<file path="config.mk">
export PLATFORM = sky130hd
export DESIGN_NAME = imem_refill_arbiter
export DESIGN_NICKNAME = d
export VERILOG_FILES = /design/src/rtl/imem_refill_arbiter.sv
export SDC_FILE = /design/constraint.sdc
export NUM_CORES = 1
export LEC_CHECK = 0
export BUFFER_PORTS_ARGS = -buffer_cell sky130_fd_sc_hd__buf_4
export CELL_PAD_IN_SITES_DETAIL_PLACEMENT = 1
export CELL_PAD_IN_SITES_GLOBAL_PLACEMENT = 1
export CORE_ASPECT_RATIO = 1.2
export CORE_MARGIN = 1.5
export CORE_UTILIZATION = 30
export DETAILED_ROUTE_END_ITERATION = 12
export MAX_ROUTING_LAYER = met4
export PLACE_DENSITY_LB_ADDON = 0.1
export SYNTH_ARGS = -nofsm -noshare
export SYNTH_HDL_FRONTEND = slang
export SYNTH_SLANG_ARGS = --single-unit
export TNS_END_PERCENT = 1
</file>
<file path="constraint.sdc">
create_clock -name clk -period 2.14 [get_ports clk]
set_clock_uncertainty 0.05 [all_clocks]
set_input_delay 0.428 -clock clk [delete_from_list [all_inputs] [get_ports clk]]
set_output_delay 0.428 -clock clk [all_outputs]
set_load 0.01 [all_outputs]
</file>
<file path="src/rtl/imem_refill_arbiter.sv">
// Shares one main-memory port between instruction refills and data accesses.
// Round-robin on ties, one transaction at a time, with a per-transaction ack timeout.
module imem_refill_arbiter #(
  parameter int DATA_WIDTH = 32,
  parameter int TIMEOUT    = 16
) (
  input  logic                  clk,
  input  logic                  reset,
  input  logic                  i_req,
  input  logic [DATA_WIDTH-1:0] i_addr,
  output logic                  i_done,
  input  logic                  d_req,
  input  logic                  d_we,
  input  logic [DATA_WIDTH-1:0] d_addr,
  input  logic [DATA_WIDTH-1:0] d_wdata,
  output logic                  d_done,
  output logic [DATA_WIDTH-1:0] rdata,
  output logic                  err,
  output logic                  stallF,
  output logic                  stallM,
  output logic                  mem_req,
  output logic                  mem_we,
  output logic [DATA_WIDTH-1:0] mem_addr,
  output logic [DATA_WIDTH-1:0] mem_wdata,
  input  logic                  mem_ack,
  input  logic [DATA_WIDTH-1:0] mem_rdata
);

  localparam int CW = $clog2(TIMEOUT) + 1;

  typedef enum logic [1:0] {
    IDLE   = 2'd0,
    BUSY_I = 2'd1,
    BUSY_D = 2'd2,
    DONE   = 2'd3
  } state_t;

  state_t                state_q, state_d;
  logic                  last_owner_q, last_owner_d;  // 0 = I, 1 = D
  logic [CW-1:0]         cnt_q, cnt_d;
  logic                  mem_req_q, mem_req_d;
  logic                  mem_we_q, mem_we_d;
  logic [DATA_WIDTH-1:0] mem_addr_q, mem_addr_d;
  logic [DATA_WIDTH-1:0] mem_wdata_q, mem_wdata_d;
  logic                  i_done_q, i_done_d;
  logic                  d_done_q, d_done_d;
  logic [DATA_WIDTH-1:0] rdata_q, rdata_d;
  logic                  err_q, err_d;
  logic                  grant_i_s, grant_d_s;

  // I wins a tie only when D owned the port last.
  assign grant_i_s = i_req & (~d_req | last_owner_q);
  assign grant_d_s = d_req & ~grant_i_s;

  // Next-state and registered-output computation.
  always_comb begin
    state_d      = state_q;
    last_owner_d = last_owner_q;
    cnt_d        = cnt_q;
    mem_req_d    = mem_req_q;
    mem_we_d     = mem_we_q;
    mem_addr_d   = mem_addr_q;
    mem_wdata_d  = mem_wdata_q;
    i_done_d     = 1'b0;
    d_done_d     = 1'b0;
    rdata_d      = '0;
    err_d        = 1'b0;
    case (state_q)
      IDLE: begin
        if (grant_i_s) begin
          mem_addr_d   = i_addr;
          mem_we_d     = 1'b0;
          mem_wdata_d  = '0;
          mem_req_d    = 1'b1;
          last_owner_d = 1'b0;
          cnt_d        = '0;
          state_d      = BUSY_I;
        end else if (grant_d_s) begin
          mem_addr_d   = d_addr;
          mem_we_d     = d_we;
          mem_wdata_d  = d_wdata;
          mem_req_d    = 1'b1;
          last_owner_d = 1'b1;
          cnt_d        = '0;
          state_d      = BUSY_D;
        end else begin
          state_d = IDLE;
        end
      end
      BUSY_I, BUSY_D: begin
        // An ack on the last allowed cycle takes priority over the timeout.
        if (mem_ack) begin
          rdata_d   = (state_q == BUSY_D && mem_we_q) ? '0 : mem_rdata;
          err_d     = 1'b0;
          mem_req_d = 1'b0;
          i_done_d  = (state_q == BUSY_I);
          d_done_d  = (state_q == BUSY_D);
          state_d   = DONE;
        end else if (cnt_q == CW'(TIMEOUT - 1)) begin
          rdata_d   = '0;
          err_d     = 1'b1;
          mem_req_d = 1'b0;
          i_done_d  = (state_q == BUSY_I);
          d_done_d  = (state_q == BUSY_D);
          state_d   = DONE;
        end else begin
          cnt_d = cnt_q + CW'(1);
        end
      end
      DONE: begin
        state_d = IDLE;
      end
      default: begin
        state_d   = IDLE;
        mem_req_d = 1'b0;
      end
    endcase
  end

  // State and output registers.
  always_ff @(posedge clk or negedge reset) begin
    if (!reset) begin
      state_q      <= IDLE;
      last_owner_q <= 1'b1;
      cnt_q        <= '0;
      mem_req_q    <= 1'b0;
      mem_we_q     <= 1'b0;
      mem_addr_q   <= '0;
      mem_wdata_q  <= '0;
      i_done_q     <= 1'b0;
      d_done_q     <= 1'b0;
      rdata_q      <= '0;
      err_q        <= 1'b0;
    end else begin
      state_q      <= state_d;
      last_owner_q <= last_owner_d;
      cnt_q        <= cnt_d;
      mem_req_q    <= mem_req_d;
      mem_we_q     <= mem_we_d;
      mem_addr_q   <= mem_addr_d;
      mem_wdata_q  <= mem_wdata_d;
      i_done_q     <= i_done_d;
      d_done_q     <= d_done_d;
      rdata_q      <= rdata_d;
      err_q        <= err_d;
    end
  end

  assign mem_req   = mem_req_q;
  assign mem_we    = mem_we_q;
  assign mem_addr  = mem_addr_q;
  assign mem_wdata = mem_wdata_q;
  assign i_done    = i_done_q;
  assign d_done    = d_done_q;
  assign rdata     = rdata_q;
  assign err       = err_q;
  assign stallF    = i_req & ~i_done_q;
  assign stallM    = d_req & ~d_done_q;

endmodule

</file>
==> results of run 1 <==
## metal layers
metal	routed length, microns	track usage, %
met2	7030	31.1
met4	281	8.19
met5	0	-
met3	1260	5.67
met1	5830	22.3
## worst max-delay path, delay by kind of cell, from the launching register on
kind | cells | cell delay (ns)
simple gates | 3 | 0.78
fa+ha+maj | 2 | 0.43
flops | 1 | 0.42
compound gates | 1 | 0.23
## placed cells by master (no fill, tap or decap), drive strengths merged, types with 4 or more instances in the layout
master  Yosys  final
a21oi       4      4
buf        17    249
nor2       36     36
inv         7      9
o21ai      42     42
a22o       35     35
clkbuf     16     11
a31oi      33     33
dfrtp     108    108
and2       32     32
nand3      34     34
ha          6      6
## cell families after synthesis
logic type	share of synthesized area, %
AOI/OAI and AO/OA	18.9
adders and majority gates	1.68
and+or+nand+nor	14.4
buffers and inverters	3.87
DFF	61.2
## per-stage QoR
| step | instance area [sq um] | worst slack [ns] | power (uW) | hold WS, ns | std cells |
|---|---|---|---|---|---|
| after floorplan | 4460 | 0.130 | 5330 | 0.0824 | 402 |
| after global placement | 6470 | 0.155 | 7260 | 0.438 | 818 |
| after detailed placement | 6470 | 0.0752 | 7430 | 0.443 | 818 |
| after CTS | 6780 | 0.0582 | 9240 | 0.127 | 834 |
| after global routing | 6780 | 0.0391 | 9730 | 0.122 | 834 |
| final | 6780 | 0.127 | 9080 | 0.0379 | 834 |
## flip-flops by register name, indices dropped and copies added, names as in the netlist
signal        flops
state_q           2
cnt_q             5
mem_wdata        32
err               1
rdata            32
mem_req           1
d_done            1
mem_we            1
last_owner_q      1
i_done            1
mem_addr         32
## synth_stat cells (2+ instances only)
| library cell | instances |
|---|---|
| sky130_fd_sc_hd__nor2_1 | 36 |
| sky130_fd_sc_hd__a21oi_1 | 3 |
| sky130_fd_sc_hd__a22o_1 | 35 |
| sky130_fd_sc_hd__o211ai_1 | 2 |
| sky130_fd_sc_hd__nand2_1 | 2 |
| sky130_fd_sc_hd__o21ai_0 | 41 |
| sky130_fd_sc_hd__or2_2 | 2 |
| sky130_fd_sc_hd__buf_1 | 9 |
| sky130_fd_sc_hd__clkbuf_1 | 16 |
| sky130_fd_sc_hd__and3_2 | 2 |
| sky130_fd_sc_hd__nor3b_1 | 2 |
| sky130_fd_sc_hd__nor2b_1 | 3 |
| sky130_fd_sc_hd__buf_2 | 6 |
| sky130_fd_sc_hd__ha_1 | 6 |
| sky130_fd_sc_hd__inv_1 | 7 |
| sky130_fd_sc_hd__dfrtp_1 | 108 |
| sky130_fd_sc_hd__a31oi_1 | 33 |
| sky130_fd_sc_hd__and2_1 | 32 |
| sky130_fd_sc_hd__buf_6 | 2 |
| sky130_fd_sc_hd__nand3_1 | 34 |
## report_power, final
| group | total (uW) | internal (uW) | leakage, uW | switching (uW) |
|---|---|---|---|---|
| combinational | 3990 | 1970 | 0.00181 | 2020 |
| clock | 1760 | 959 | 0.000152 | 800 |
| sequential | 3330 | 2890 | 0.00137 | 443 |
## layout make-up
cell class | count | area share [%]
tap | 200 | 3.69
sequential | 109 | 40.2
inverter | 7 | 0.387
timing repair buffer | 249 | 27.9
multi-input combinational | 253 | 23.2
clock inverter | 5 | 0.996
clock buffer | 11 | 3.58
## how the worst min path moves through the flow
stage,start,end,slack (ns)
after floorplan,reset,cnt_q[0],0.08
after global placement,mem_wdata[15],mem_wdata[15],0.44
after detailed placement,mem_wdata[28],mem_wdata[28],0.44
after CTS,reset,mem_addr[13],0.13
after global routing,reset,mem_addr[13],0.12
final,reset,mem_addr[13],0.04
==> results.rst, run 1 <==
.. list-table::
   :header-rows: 1

   * - Metric
     - Value
   * - Run status
     - finished, final reports clean
   * - Final clock period utilization by the worst path
     - 94.1%
   * - All-layer global routing usage
     - 19.2%
   * - Global-route wire length before repair
     - 22500 microns
   * - Arr. time, crit path
     - 2.22 ns
   * - CTS tree
     - done
   * - Headroom to the max-slew limit
     - 56.9%
   * - Cell area power density
     - 1340 nW/um^2
   * - TritonCTS Buffers
     - 9
   * - Pin count of the biggest net entering global routing
     - 110
   * - Logic depth of the worst register-to-register path
     - 6
   * - Worst-path fanout max
     - 8
   * - Cell types with the largest area share after synthesis
     - sky130_fd_sc_hd__dfrtp_1 (61%), sky130_fd_sc_hd__a22o_1 (6.9%), sky130_fd_sc_hd__a31oi_1 (4.6%), sky130_fd_sc_hd__o21ai_0 (4.6%), sky130_fd_sc_hd__and2_1 (4.5%)
   * - WL final
     - 14400 microns
   * - Synth top area share
     - 60.6%
   * - Post-cts gate resize count
     - 0
   * - Tightest Hold Check Type
     - primary input to async pin
   * - Number of antenna-violating nets in the routed design
     - 0
   * - Pin slew with the least headroom to its limit
     - 0.646 ns
   * - Htree depth
     - 3
   * - Total area of multi-input combinational cells
     - 1570 sq um
   * - Final #Nets
     - 769
   * - Area added between synthesis and finish
     - 52.1%
   * - Utilization after layout
     - 46.9%
   * - Number of maximum-capacitance constraint violations
     - 0
   * - Standard-cell row count
     - 48
   * - Count of fill cells added during filler insertion
     - 1627
   * - Number of enable-type register cells in the synthesized netlist
     - 0
   * - Footprint of the flip-flops and latches
     - 2730 sq um
   * - Number of max-slew violations in the final report
     - 0
   * - Stage delay of the slowest cell on the critical path
     - 0.42 ns
   * - Clock input transition at the sequential cells of the worst setup and hold paths
     - 0.08 ns
   * - End point of the critical path
     - cnt_q[2]
   * - Floorplan core area
     - 14500 sq um
   * - Warnings, synthesis
     - 0
   * - Number of I/O port buffers
     - 236
   * - Slowest cell on the critical path
     - sky130_fd_sc_hd__dfrtp_1
   * - Vias post-DR
     - 4074
   * - DPL Wire Length
     - 10200 microns
   * - Netlist area before placement
     - 4460 sq um
   * - Vias in the first global route
     - 4381
   * - 1st-pass router iterations
     - 4
   * - Post-CTS setup buffer count
     - 0
   * - Total DRC errors in the routed layout
     - 0
   * - Vertical die dimension
     - 137 microns
   * - Initial antenna violation count
     - 0
   * - Fraction of layout cells with a size suffix above 1
     - 44.0%
   * - Synthesized net count
     - 542
   * - Number of sinks on the clock net
     - 109
   * - Share of synthesized registers carrying an async set or reset
     - 100%
   * - Upper clock frequency limit
     - 497 MHz
   * - Data required time of the critical path
     - 2.34 ns
   * - Die area
     - 15600 sq um
   * - Clock root buffer
     - sky130_fd_sc_hd__clkbuf_16
   * - Number of hold violations in the final report
     - 0
   * - Sequential area share after synthesis
     - 61.2%
   * - Average wire per standard cell
     - 17.3 microns
   * - Starting density of the core
     - 30.8%
   * - Leakage power
     - 0.00333 uW
   * - Worst setup SP type
     - flip-flop
   * - Main flop type after synthesis
     - sky130_fd_sc_hd__dfrtp_1
   * - Finish-stage setup viols
     - 0
   * - DIE WIDTH
     - 114 microns
   * - Startpoint of the most critical setup path
     - cnt_q[0]
   * - Max clock buf depth
     - 2
   * - Post-synth cell types
     - 41
   * - Number of buffers inserted by hold repair at cts
     - 0
   * - Worst reg2reg endpoint
     - cnt_q[2]
   * - Worst setup path class
     - flip-flop to flip-flop
   * - Per-cell via count in the routed design
     - 4.88
   * - Fin crit period
     - 2.01 ns
   * - Reg-to-Reg Start
     - cnt_q[0]
   * - Crit path capture type
     - flip-flop
   * - Total gr overflow
     - 0
   * - Clock latency at the later pin of the worst-skew pair
     - 0.35 ns
   * - Average cell area after synthesis
     - 11.1 sq um
   * - Placer congestion estimate
     - 0.778
   * - Ports placed on the boundary
     - 237
   * - Diodes inserted
     - 0
   * - Cell count after synthesis
     - 402
   * - CP Cell Sequence
     - ha_1 -> and3_1 -> ha_2 -> or2_1 -> or3_1 -> o311ai_2
   * - Worst R2R Setup Slack
     - 0.13 ns
   * - Setup TNS
     - 0 ns
   * - Seq cells post-synth
     - 109
   * - Largest area contributor in the netlist
     - sky130_fd_sc_hd__dfrtp_1
   * - Unrepaired setup endpoints after global routing
     - no
   * - Count of routing violations after the opening detailed-route iteration
     - 192
   * - Maximum VDD drop
     - 0.000549 V
(Power assumes the default switching activity.)
==> inputs of run 2 (changes only) <==
--- a/config.mk
+++ b/config.mk
@@ -10,10 +10,11 @@
 export CELL_PAD_IN_SITES_GLOBAL_PLACEMENT = 1
 export CORE_ASPECT_RATIO = 1.2
 export CORE_MARGIN = 1.5
-export CORE_UTILIZATION = 30
+export CORE_UTILIZATION = 33
 export DETAILED_ROUTE_END_ITERATION = 12
 export MAX_ROUTING_LAYER = met4
 export PLACE_DENSITY_LB_ADDON = 0.1
+export SETUP_SLACK_MARGIN = 0.05
 export SYNTH_ARGS = -nofsm -noshare
 export SYNTH_HDL_FRONTEND = slang
 export SYNTH_SLANG_ARGS = --single-unit
==> constraint.sdc (replaced) <==
create_clock -name clk -period 2.3 [get_ports clk]
set_clock_uncertainty 0.05 [all_clocks]
set_input_delay 0.46 -clock clk [delete_from_list [all_inputs] [get_ports clk]]
set_output_delay 0.46 -clock clk [all_outputs]
set_load 0.01 [all_outputs]
==> results.rst, run 2 (same netlist as run 1, synthesis figures left out) <==
.. list-table::
   :header-rows: 1

   * - Metric
     - Value
   * - Most used cell along the critical path
     - sky130_fd_sc_hd__ha_1
   * - Initial antenna violation count
     - 0
   * - WL final
     - 14300 microns
   * - Max clock buf depth
     - 2
   * - Total DRC errors in the routed layout
     - 0
   * - Number of antenna-violating nets in the routed design
     - 0
   * - Per-cell via count in the routed design
     - 5.07
   * - Pin count of the biggest net entering global routing
     - 66
   * - Final #Nets
     - 767
   * - Diodes inserted
     - 0
   * - Placer congestion estimate
     - 0.812
   * - Worst setup path class
     - flip-flop to flip-flop
   * - Number of max-slew violations in the final report
     - 0
   * - Setup TNS
     - 0 ns
   * - Number of maximum-capacitance constraint violations
     - 0
   * - Clock root buffer
     - sky130_fd_sc_hd__clkbuf_16
   * - DPL Wire Length
     - 10300 microns
   * - Kind of cell with the highest combined delay on the critical path
     - simple AND/OR/NAND/NOR gates
   * - Ports placed on the boundary
     - 237
   * - TritonCTS Buffers
     - 9
   * - Number of buffers inserted by hold repair at cts
     - 0
   * - Pre-CTS setup slack
     - 0.136 ns
   * - Unrepaired setup endpoints after global routing
     - no
   * - All-layer global routing usage
     - 20.4%
   * - Stage delay of the slowest cell on the critical path
     - 0.42 ns
   * - Pin slew with the least headroom to its limit
     - 0.532 ns
   * - Clock input transition at the sequential cells of the worst setup and hold paths
     - 0.07 ns
   * - Count of routing violations after the opening detailed-route iteration
     - 146
   * - Utilization after layout
     - 51.5%
   * - Worst setup SP type
     - flip-flop
   * - Overall Power
     - 8690 uW
   * - Vertical die dimension
     - 130 microns
   * - Maximum VDD drop
     - 0.000575 V
   * - Starting density of the core
     - 33.8%
   * - Area added between synthesis and finish
     - 52.2%
   * - Tightest Hold Check Type
     - primary input to async pin
   * - Vias post-DR
     - 4059
   * - Leakage power
     - 0.00335 uW
   * - Number of hold violations in the final report
     - 0
   * - Slowest cell on the critical path
     - sky130_fd_sc_hd__dfrtp_1
   * - Vias in the first global route
     - 4262
   * - Number of sinks on the clock net
     - 109
   * - Count of fill cells added during filler insertion
     - 1472
   * - Cell depth of the worst setup path
     - 6
   * - Global-route wire length before repair
     - 21700 microns
   * - Final worst-path setup slack
     - 0.184 ns
   * - Floorplan core area
     - 13200 sq um
   * - Fin crit period
     - 2.12 ns
   * - Commonest cells after routing, fill and taps aside
     - sky130_fd_sc_hd__buf_4 (245), sky130_fd_sc_hd__dfrtp_1 (108), sky130_fd_sc_hd__o21ai_0 (41)
   * - Arr. time, crit path
     - 2.31 ns
   * - Clock latency at the later pin of the worst-skew pair
     - 0.34 ns
   * - Data required time of the critical path
     - 2.50 ns
   * - DIE WIDTH
     - 109 microns
   * - Htree depth
     - 3
   * - Standard-cell row count
     - 46
   * - 1st-pass router iterations
     - 4
   * - Average wire per standard cell
     - 17.8 microns
   * - Post-CTS setup buffer count
     - 0
   * - CP Cell Sequence
     - ha_1 -> and3_1 -> ha_1 -> or2_4 -> or3_1 -> o311ai_2
   * - Headroom to the max-slew limit
     - 64.4%
   * - Finish-stage setup viols
     - 0
   * - Leading cell type in the layout, fill and taps excluded
     - sky130_fd_sc_hd__buf_4
   * - Crit path capture type
     - flip-flop
   * - Number of I/O port buffers
     - 236
   * - Final clock period utilization by the worst path
     - 92.0%
   * - Total gr overflow
     - 0
   * - Logic depth of the worst register-to-register path
     - 6
   * - Worst-path fanout max
     - 9
   * - Cell area power density
     - 1280 nW/um^2
   * - CTS tree
     - done
   * - Die area
     - 14200 sq um
   * - Upper clock frequency limit
     - 473 MHz
   * - Fraction of layout cells with a size suffix above 1
     - 43.8%
   * - Run status
     - finished, final reports clean
   * - Buffers and inverters on the worst path
     - 0
-- run 2: changes by cell type in the layout (fill, tap and decap cells not counted), sizes merged --
cell,previous run,this run
bufinv,1,4
buf,249,247
clkinv,2,0
inv,9,8
-- run 2: worst register-to-register path: cells and delay by family (launching register included) --
family | cells | cell delay [ns]
simple gates | 3 | 0.82
fa+ha+maj | 2 | 0.49
compound gates | 1 | 0.22
flops | 1 | 0.42
-- run 2: worst paths after layout --
path	startpoint	end	slack (ns)
worst max-delay path	cnt_q[0]	cnt_q[2]	0.18
worst min-delay path	reset	mem_addr[10]	0.01
worst max register to register	cnt_q[0]	cnt_q[2]	0.18
worst min register to register	mem_wdata[19]	mem_wdata[19]	0.46
max in group asynchronous	reset	mem_addr[26]	1.49
min in group clk	mem_rdata[28]	rdata[28]	0.27
-- run 2: timing repair --
action / CTS / global route
gates resized for setup: 0 / 1
endpoints found under the setup margin: 0 / 2
hold endpoints to repair: 0 / 0
-- run 2: report_power, final --
part | total [uW] | internal (uW) | switching (uW)
Clock | 1920 | 1210 | 707
Sequential | 3100 | 2690 | 408
Combinational | 3670 | 1800 | 1870
Total | 8690 | 5700 | 2990
-- run 2: layer usage --
layer / global-route usage [%] / routed length [microns]
met5: - / 0
met1: 24.9 / 5990
met4: 8.05 / 260
met2: 33.1 / 6960
met3: 4.30 / 1060
-- run 2: layout make-up --
cell class,instances,area [sq um],area share (%)
timing repair buffer,247,1880,27.7
inverter,7,26.3,0.387
tap,168,210,3.10
multi-input combinational,253,1570,23.2
clock inverter,5,129,1.90
sequential,109,2730,40.2
clock buffer,11,243,3.58
-- run 2: per-stage QoR --
stage / std cells / area, sq um / hold WS, ns
final: 800 / 6790 / 0.0123
after global routing: 800 / 6790 / 0.0465
after CTS: 800 / 6790 / 0.0304
after detailed placement: 784 / 6410 / 0.411
after global placement: 784 / 6410 / 0.403
after floorplan: 402 / 4460 / 0.114
